### config.mk
export PLATFORM = sky130hd
export DESIGN_NAME = parking_gate_arbiter_flat
export DESIGN_NICKNAME = d
export VERILOG_FILES = /design/src/rtl/parking_gate_arbiter_pkg.sv /design/src/rtl/parking_gate_arbiter_if.sv /design/src/rtl/parking_gate_arbiter_timer.sv /design/src/rtl/parking_gate_arbiter.sv /design/src/flat_wrapper.sv
export SDC_FILE = /design/constraint.sdc
export NUM_CORES = 1
export LEC_CHECK = 0
export ABC_CLOCK_PERIOD_IN_PS = 5070
export CORE_MARGIN = 10
export CORE_UTILIZATION = 55
export CTS_BUF_LIST = sky130_fd_sc_hd__clkbuf_8
export DETAILED_ROUTE_END_ITERATION = 8
export GPL_ROUTABILITY_DRIVEN = 0
export MAX_ROUTING_LAYER = met4
export PLACE_DENSITY = 0.88
export SLEW_MARGIN = 25
export SYNTH_ARGS = -nofsm -noshare
export SYNTH_HDL_FRONTEND = slang
export SYNTH_SLANG_ARGS = --single-unit
### constraint.sdc
create_clock -name clk -period 5.07 [get_ports clk]
set_input_delay 0.507 -clock clk [delete_from_list [all_inputs] [get_ports clk]]
set_output_delay 0.507 -clock clk [all_outputs]
set_load 0.1 [all_outputs]
### src/rtl/parking_gate_arbiter_pkg.sv
// parking_pkg: shared types and constants for the parking gate arbiter.
//   gate_state_t           - arbiter FSM states (IDLE, OPEN, CLOSE)
//   DIR_ENTRY / DIR_EXIT   - lane encodings for dir / last_served
//   DEF_*_CYCLES           - default gate timing
//   timer_width()          - width of the shared gate timer
package parking_pkg;

  typedef enum logic [1:0] {
    IDLE,
    OPEN,
    CLOSE
  } gate_state_t;

  localparam logic DIR_ENTRY = 1'b0;
  localparam logic DIR_EXIT  = 1'b1;

  localparam int unsigned DEF_TIMEOUT_CYCLES = 32;
  localparam int unsigned DEF_CLOSE_CYCLES   = 4;

  // One spare bit over the larger limit so the counter can never wrap.
  function automatic int unsigned timer_width(input int unsigned a,
                                              input int unsigned b);
    int unsigned m;
    m = (a > b) ? a : b;
    return $clog2(m) + 1;
  endfunction

endpackage

### src/rtl/parking_gate_arbiter_if.sv
// parking_gate_arbiter_if: lane/loop inputs and gate/counter outputs.
//   master - environment side: drives requests, loop and space levels
//   slave  - arbiter side: drives barrier, count pulses and status
interface parking_gate_arbiter_if;

  logic entry_req;
  logic exit_req;
  logic space_avail;
  logic car_passed;
  logic gate_open;
  logic entry_pulse;
  logic exit_pulse;
  logic busy;
  logic deny;
  logic timeout_err;

  modport master (
    output entry_req, exit_req, space_avail, car_passed,
    input  gate_open, entry_pulse, exit_pulse, busy, deny, timeout_err
  );

  modport slave (
    input  entry_req, exit_req, space_avail, car_passed,
    output gate_open, entry_pulse, exit_pulse, busy, deny, timeout_err
  );

endinterface

### src/rtl/parking_gate_arbiter_timer.sv
// park_gate_timer: up-counter shared by the OPEN and CLOSE phases.
//   clk, reset - clock, asynchronous active-low reset
//   clear      - synchronous clear to zero (wins over enable)
//   enable     - count up by one
//   limit      - runtime terminal value
//   tc         - count == limit
module park_gate_timer #(
  parameter int unsigned WIDTH = 6
) (
  input  logic             clk,
  input  logic             reset,
  input  logic             clear,
  input  logic             enable,
  input  logic [WIDTH-1:0] limit,
  output logic             tc
);

  logic [WIDTH-1:0] count;

  always_ff @(posedge clk or negedge reset) begin
    if (!reset) begin
      count <= '0;
    end else if (clear) begin
      count <= '0;
    end else if (enable) begin
      count <= count + 1'b1;
    end
  end

  always_comb begin
    tc = (count == limit);
  end

endmodule

### src/rtl/parking_gate_arbiter.sv
// parking_gate_arbiter: shares one barrier gate between the entry and exit
// lanes of the normal parking area.
//   clk    - system clock, rising edge
//   reset  - asynchronous active-low reset
//   bus    - slave side of parking_gate_arbiter_if:
//            in : entry_req, exit_req, space_avail, car_passed
//            out: gate_open, entry_pulse, exit_pulse, busy, deny, timeout_err
// A gate cycle is grant -> OPEN (until car_passed or timeout) -> CLOSE
// (fixed barrier travel) -> IDLE. Contended grants alternate lanes.
module parking_gate_arbiter
  import parking_pkg::*;
#(
  parameter int unsigned TIMEOUT_CYCLES = DEF_TIMEOUT_CYCLES,
  parameter int unsigned CLOSE_CYCLES   = DEF_CLOSE_CYCLES
) (
  input logic                   clk,
  input logic                   reset,
  parking_gate_arbiter_if.slave bus
);

  localparam int unsigned TW = timer_width(TIMEOUT_CYCLES, CLOSE_CYCLES);
  localparam logic [TW-1:0] OPEN_LIMIT  = TW'(TIMEOUT_CYCLES - 1);
  localparam logic [TW-1:0] CLOSE_LIMIT = TW'(CLOSE_CYCLES - 1);

  gate_state_t state_q, state_d;
  logic        dir_q, dir_d;
  logic        last_q, last_d;

  logic          timer_clear;
  logic          timer_en;
  logic [TW-1:0] timer_limit;
  logic          timer_tc;

  logic entry_ok;
  logic exit_ok;
  logic gate_open_d;
  logic entry_pulse_d;
  logic exit_pulse_d;
  logic busy_d;
  logic deny_d;
  logic timeout_d;

  park_gate_timer #(
    .WIDTH (TW)
  ) u_timer (
    .clk    (clk),
    .reset  (reset),
    .clear  (timer_clear),
    .enable (timer_en),
    .limit  (timer_limit),
    .tc     (timer_tc)
  );

  always_comb begin
    state_d       = state_q;
    dir_d         = dir_q;
    last_d        = last_q;
    timer_clear   = 1'b0;
    timer_en      = 1'b0;
    timer_limit   = (state_q == OPEN) ? OPEN_LIMIT : CLOSE_LIMIT;
    entry_pulse_d = 1'b0;
    exit_pulse_d  = 1'b0;
    timeout_d     = 1'b0;

    entry_ok = bus.entry_req & bus.space_avail;
    exit_ok  = bus.exit_req;
    deny_d   = (state_q == IDLE) & bus.entry_req & ~bus.space_avail;

    case (state_q)
      IDLE: begin
        if (entry_ok || exit_ok) begin
          // Under contention serve the lane that did not go last.
          if (entry_ok && exit_ok) begin
            dir_d = ~last_q;
          end else if (entry_ok) begin
            dir_d = DIR_ENTRY;
          end else begin
            dir_d = DIR_EXIT;
          end
          last_d      = dir_d;
          timer_clear = 1'b1;
          state_d     = OPEN;
        end
      end
      OPEN: begin
        // car_passed is checked first so it wins over a coincident timeout.
        if (bus.car_passed) begin
          state_d       = CLOSE;
          timer_clear   = 1'b1;
          entry_pulse_d = (dir_q == DIR_ENTRY);
          exit_pulse_d  = (dir_q == DIR_EXIT);
        end else if (timer_tc) begin
          state_d     = CLOSE;
          timer_clear = 1'b1;
          timeout_d   = 1'b1;
        end else begin
          timer_en = 1'b1;
        end
      end
      CLOSE: begin
        if (timer_tc) begin
          state_d = IDLE;
        end else begin
          timer_en = 1'b1;
        end
      end
      default: begin
        state_d = IDLE;
      end
    endcase

    gate_open_d = (state_d == OPEN);
    busy_d      = (state_d != IDLE);
  end

  always_ff @(posedge clk or negedge reset) begin
    if (!reset) begin
      state_q         <= IDLE;
      dir_q           <= DIR_ENTRY;
      last_q          <= DIR_EXIT;
      bus.gate_open   <= 1'b0;
      bus.entry_pulse <= 1'b0;
      bus.exit_pulse  <= 1'b0;
      bus.busy        <= 1'b0;
      bus.deny        <= 1'b0;
      bus.timeout_err <= 1'b0;
    end else begin
      state_q         <= state_d;
      dir_q           <= dir_d;
      last_q          <= last_d;
      bus.gate_open   <= gate_open_d;
      bus.entry_pulse <= entry_pulse_d;
      bus.exit_pulse  <= exit_pulse_d;
      bus.busy        <= busy_d;
      bus.deny        <= deny_d;
      bus.timeout_err <= timeout_d;
    end
  end

endmodule

### src/flat_wrapper.sv
// flat-port wrapper written by rule: the top's interface ports become plain ports
module parking_gate_arbiter_flat import parking_pkg::*;
#(
  parameter int unsigned TIMEOUT_CYCLES = DEF_TIMEOUT_CYCLES,
  parameter int unsigned CLOSE_CYCLES   = DEF_CLOSE_CYCLES
)
  (clk, reset, bus_entry_req, bus_exit_req, bus_space_avail, bus_car_passed, bus_gate_open, bus_entry_pulse, bus_exit_pulse, bus_busy, bus_deny, bus_timeout_err);
  parking_gate_arbiter_if bus_i ();
  input logic clk;
  input logic reset;
  input wire logic [$bits(bus_i.entry_req)-1:0] bus_entry_req;
  input wire logic [$bits(bus_i.exit_req)-1:0] bus_exit_req;
  input wire logic [$bits(bus_i.space_avail)-1:0] bus_space_avail;
  input wire logic [$bits(bus_i.car_passed)-1:0] bus_car_passed;
  output wire logic [$bits(bus_i.gate_open)-1:0] bus_gate_open;
  output wire logic [$bits(bus_i.entry_pulse)-1:0] bus_entry_pulse;
  output wire logic [$bits(bus_i.exit_pulse)-1:0] bus_exit_pulse;
  output wire logic [$bits(bus_i.busy)-1:0] bus_busy;
  output wire logic [$bits(bus_i.deny)-1:0] bus_deny;
  output wire logic [$bits(bus_i.timeout_err)-1:0] bus_timeout_err;
  assign bus_i.entry_req = bus_entry_req;
  assign bus_i.exit_req = bus_exit_req;
  assign bus_i.space_avail = bus_space_avail;
  assign bus_i.car_passed = bus_car_passed;
  assign bus_gate_open = bus_i.gate_open;
  assign bus_entry_pulse = bus_i.entry_pulse;
  assign bus_exit_pulse = bus_i.exit_pulse;
  assign bus_busy = bus_i.busy;
  assign bus_deny = bus_i.deny;
  assign bus_timeout_err = bus_i.timeout_err;
  parking_gate_arbiter #(.TIMEOUT_CYCLES(TIMEOUT_CYCLES), .CLOSE_CYCLES(CLOSE_CYCLES)) u_core (.clk(clk), .reset(reset), .bus(bus_i));
endmodule
After elaboration in Yosys (flattened, before gate mapping)
Cells that the tools add are included.

storage, ports and cells
  memory bits (writable) = 0
  input port bits = 6
  ROM bits = 0
  memories = 0
  output and inout port bits = 6
  register bits = 16
  latch bits = 0
  logic and storage cells = 50

cells by class
  eq/ne operators = 4
  shift-type cells = 0
  reductions and logical operators = 6
  multiply operators = 0
  bitwise operators = 6
  muxes and demuxes = 23
  div/mod/pow operators = 0
  $lt $le $gt $ge = 0
  add/sub/neg operators = 1

operator list
  cell                 number
  $mux 1               13
  $mux 6               2
  $mux 2               4
  $add 6x1->6 const B  1
  $eq 6x6->1           1
  $pmux 2 s3           1
  $mux 5               1
  $eq 2x1->1 const B   2
  $pmux 1 s2           2
  $reduce_bool 2->1    2
  $and 1x1->1          3
  $not 1->1            3
  $eq 2x2->1 const B   1
  $logic_not 2->1      1
  $reduce_and 2->1     1
  $logic_and 1x1->1    1
  $logic_or 1x1->1     1

Logic depth before layout (Yosys ltp)
  depth after elaboration = 8
  depth in mapped cells = 7
  gate-level depth less buffers = 6

By module
A second synthesis with hierarchy kept.

unflattened totals
  cells, all modules = 77
  area total of the unflattened synthesis = 823.3 um^2

modules (own cells, without submodules)
  module                instances  seq. area each (um^2)  cells an instance  area each (um^2)
  parking_gate_arbiter  1          251.5                  45                 490.5
  park_gate_timer       1          150.1                  32                 332.8

Worst setup path after synthesis
OpenSTA, ideal clock, no wires.

  path kind = reg2reg
  start = register u_core.state_q[1]
  end = register u_core.bus.busy
  period minus slack after synthesis = 1.892 ns
  library setup time = 0.124 ns
  path buffers = 0
  arrival time = 1.768 ns
  slack = 3.178 ns
  stages on the path, launching flop included = 7
  data required time = 4.946 ns
  path through = dfrtp_1 inv_1 ha_1 or4_4 a21oi_4 o41ai_2 or2_1

on the way
  longest elaborated chain between the ends = 7
  elaborated cells on any way between the ends = 11
  classes of those cells = 3 x eq/ne; 6 x mux; 2 x reduce/logical

RTL lines
  item                         line                                                    source
  start, declared              parking_gate_arbiter.sv:25                              gate_state_t state_q, state_d;
  start signal, assigned       parking_gate_arbiter.sv:128                             state_q <= state_d;
  $eq 2x1->1                   parking_gate_arbiter.sv:60, parking_gate_arbiter.sv:69
  $mux 5                       parking_gate_arbiter.sv:60                              timer_limit = (state_q == OPEN) ? OPEN_LIMIT : CLOSE_LIMIT;
  $eq 6x6->1                   parking_gate_arbiter_timer.sv:31                        tc = (count == limit);
  $mux 2                       parking_gate_arbiter.sv:92                              end else if (timer_tc) begin
  $mux 2                       parking_gate_arbiter.sv:87                              if (bus.car_passed) begin
  $pmux 2 s3 *                 parking_gate_arbiter.sv:69                              case (state_q)
  named net u_core.state_d[0]  parking_gate_arbiter.sv:25
  $reduce_bool 2->1 *          parking_gate_arbiter.sv:113                             busy_d = (state_d != IDLE);
  named net u_core.busy_d      parking_gate_arbiter.sv:39                              logic busy_d;
  end signal, assigned         parking_gate_arbiter.sv:134                             bus.busy <= busy_d;
  end, declared                parking_gate_arbiter_if.sv:24                           output gate_open, entry_pulse, exit_pulse, busy, deny, timeout_err

Mark *: on every way through the listed nets, which the timed path passes. The rest lies on a longest branch.
A chain may end at the register's enable or synchronous reset.

Worst setup path in the final report
  start = register u_core.bus.busy
  end = output port bus_busy

RTL lines
  item           line                source
  end, declared  flat_wrapper.sv:18  output wire logic [$bits(bus_i.busy)-1:0] bus_busy;

No word-level cell between the ends.

==> results_dict.tcl <==
set metrics [dict create \
    core_um2 1510 \
    pin_count 12 \
    synthFlopType "dfrtp_1" \
    reg2reg_setup_slack_ps 2980 \
    max_cap_viol_count 0 \
    synth_area_per_cell_um2 10.8 \
    power_density_nw_per_um2 597 \
    period_share 0.438 \
    antenna_found_initial 0 \
    fin_cells 110 \
    grt-ovfl-total 0 \
    min_period_ps 2220 \
    rows 14 \
    final_core_util 0.699 \
    total_leakage_power_nw 0.446 \
    setup_viol 0 \
    grt_usage 0.111 \
    route.met2.wl_um 881 \
    die-height_um 59.9 \
    synth_seq_area_share 0.459 \
    ys_warn_count 0 \
    relSlewSlack 0.347 \
    start_kind "register" \
    hold_viol 0 \
    wl_met1_um 732 \
    wire_per_inst_um 15.7 \
    grt_pass1_wl_um 2970 \
    grt_max_degree 17 \
    drt_wl_total_um 1730 \
    htree_levels 1 \
    synth_cells 81 \
    portBuffers 11 \
    clock-root-buffer "clkbuf_8" \
    layout-drive-gt1-share 0.0957 \
    synth-edff-count 0 \
    start_util 0.581 \
    path_buf_inv 1 \
    fmaxAchievable_mhz 450 \
    cp.arrival_ps 1720 \
    cpMaxStageDelayCell "clkdlybuf4s50_1" \
    rsz0062_at_grt "no" \
    holdBufCountCts 0 \
    clock_path_buffers 2 \
    topRoutingLayerUsed "met4" \
    power.total_w 0.000628 \
    max-vdd-ir-drop_v 0.000406 \
    synth-async-reset-ratio 1.00 \
    hp-class "reg2reg" \
    grt_pass1_vias 673 \
    n_antenna_cell 0 \
    placed_cells 106 \
    nets 106 \
    worst-setup-path-type "reg2out" \
    critPathTopFamily "buffers and inverters" \
    cts.repair.resized 0 \
    drt_iter0_drc 10 \
    slew_viol_final 0 \
    synth_nets 92 \
    synth-seq-cells 16 \
    path_clk_slew_ps 60 \
    synthesis.area_um2 876 \
    avgViaCountPerCell 6.20 \
    antenna_left 0 \
    clock-sinks 16 \
    cts_tree "built" \
    syn_to_final_growth_pct 20.1 \
    cts_post_setup_buffers_inserted 0 \
    cts_buffers 3 \
    cp_max_fo 1 \
    cp_data_required_time_ps 4560 \
    dp_hpwl_um 1350 \
    worstSkewPairLatency_ps 250 \
    num_vias 682 \
    cp_slowest_stage_delay_ps 1130 \
    drcViolationCount 0 \
    die_x_um 59.9 \
    worst_slew_pin_slew_ps 977 \
    tns_ps 0 \
    status "finished clean" \
    worstPathCellList "clkdlybuf4s50_1" \
    routed-wl-met3_um 75 \
    first_pass_iters 4 \
    die_area_um2 3590 \
    end_kind "primary output" \
    yosysUniqueCellTypes 32 \
    fin_skew_ps 1.51 \
]
layout by cell type (no fill, tap or decap), types with 4 or more instances in the layout:
cell type,n
clkdlybuf4s50_1,11
mux2i_1,4
ha_1,5
dfrtp_1,15
nand3_1,7
a21oi_1,5
clkbuf_8,4
nand2_1,5
report_power, final:
group | total, W | switching [W] | internal, W
Combinational | 0.000331 | 0.000222 | 0.000109
Clock | 0.000113 | 0.0000437 | 0.0000689
Sequential | 0.000185 | 0.0000214 | 0.000163
Yosys cell counts (2+ instances only):
master	n	area [um^2]
dfrtp_1	15	375
nand3_1	7	35.0
a21oi_1	5	25.0
ha_1	5	62.6
nand2_1	5	18.8
mux2i_1	4	40.0
inv_1	3	11.3
nand3b_1	3	22.5
nor2_1	3	11.3
a41oi_1	2	17.5
nand2b_1	2	12.5
nand4_1	2	12.5
nor2b_1	2	12.5
nor3_1	2	10.0
nor3b_1	2	15.0
o31ai_1	2	15.0
or4_1	2	15.0
cell type report:
class / instances / area (um^2)
fill: 112 / 454
multi-input combinational: 60 / 454
inverter: 3 / 11.3
clock buffer: 4 / 55.1
sequential: 16 / 402
tap: 16 / 20.0
timing repair buffer: 11 / 110
final timing paths:
check	from	end	cells after the start
worst max register to register	u_core.state_q[1]$_DFF_PN0_	u_core.bus.busy$_DFF_PN0_	6
worst min-delay path	u_core.dir_q$_DFFE_PN0P_	u_core.bus.entry_pulse$_DFF_PN0_	1
max in group asynchronous	reset	u_core.bus.busy$_DFF_PN0_	1
worst min register to register	u_core.dir_q$_DFFE_PN0P_	u_core.bus.entry_pulse$_DFF_PN0_	1
min in group asynchronous	reset	u_core.bus.timeout_err$_DFF_PN0_	1
worst max-delay path	u_core.bus.busy$_DFF_PN0_	bus_busy	1
state kept, by name, summed over array words and instances (netlist names):
name and cells:
u_core.u_timer.count 6, u_core.state_q 2, u_core.bus.busy 1, u_core.bus.deny 1, u_core.bus.entry_pulse 1, u_core.bus.exit_pulse 1
u_core.bus.gate_open 1, u_core.bus.timeout_err 1, u_core.dir_q 1, u_core.last_q 1
per-stage QoR:
| stage | worst slack [ps] | hold WS [ps] | instance area (um^2) |
|---|---|---|---|
| after CTS | 2830 | 460 | 1050 |
| after global placement | 3060 | 451 | 997 |
| after global routing | 2800 | 493 | 1050 |
| final | 2850 | 467 | 1050 |
| after detailed placement | 2980 | 450 | 997 |
| after floorplan | 3180 | 211 | 876 |
logic make-up after synthesis:
group / synth area share
muxes: 0.0457
adders and majority gates: 0.0714
AOI/OAI and AO/OA: 0.179
and+or+nand+nor: 0.223
buffers and inverters: 0.0228
DFF: 0.459
per-layer routing:
metal / vias to the layer above / global-route usage
met2: 16 / 0.175
met4: 0 / 0.0705
met3: 5 / 0.0318
met5: - / -
li1: 331 / -
met1: 330 / 0.119
Power figures use the tool's default switching activity.
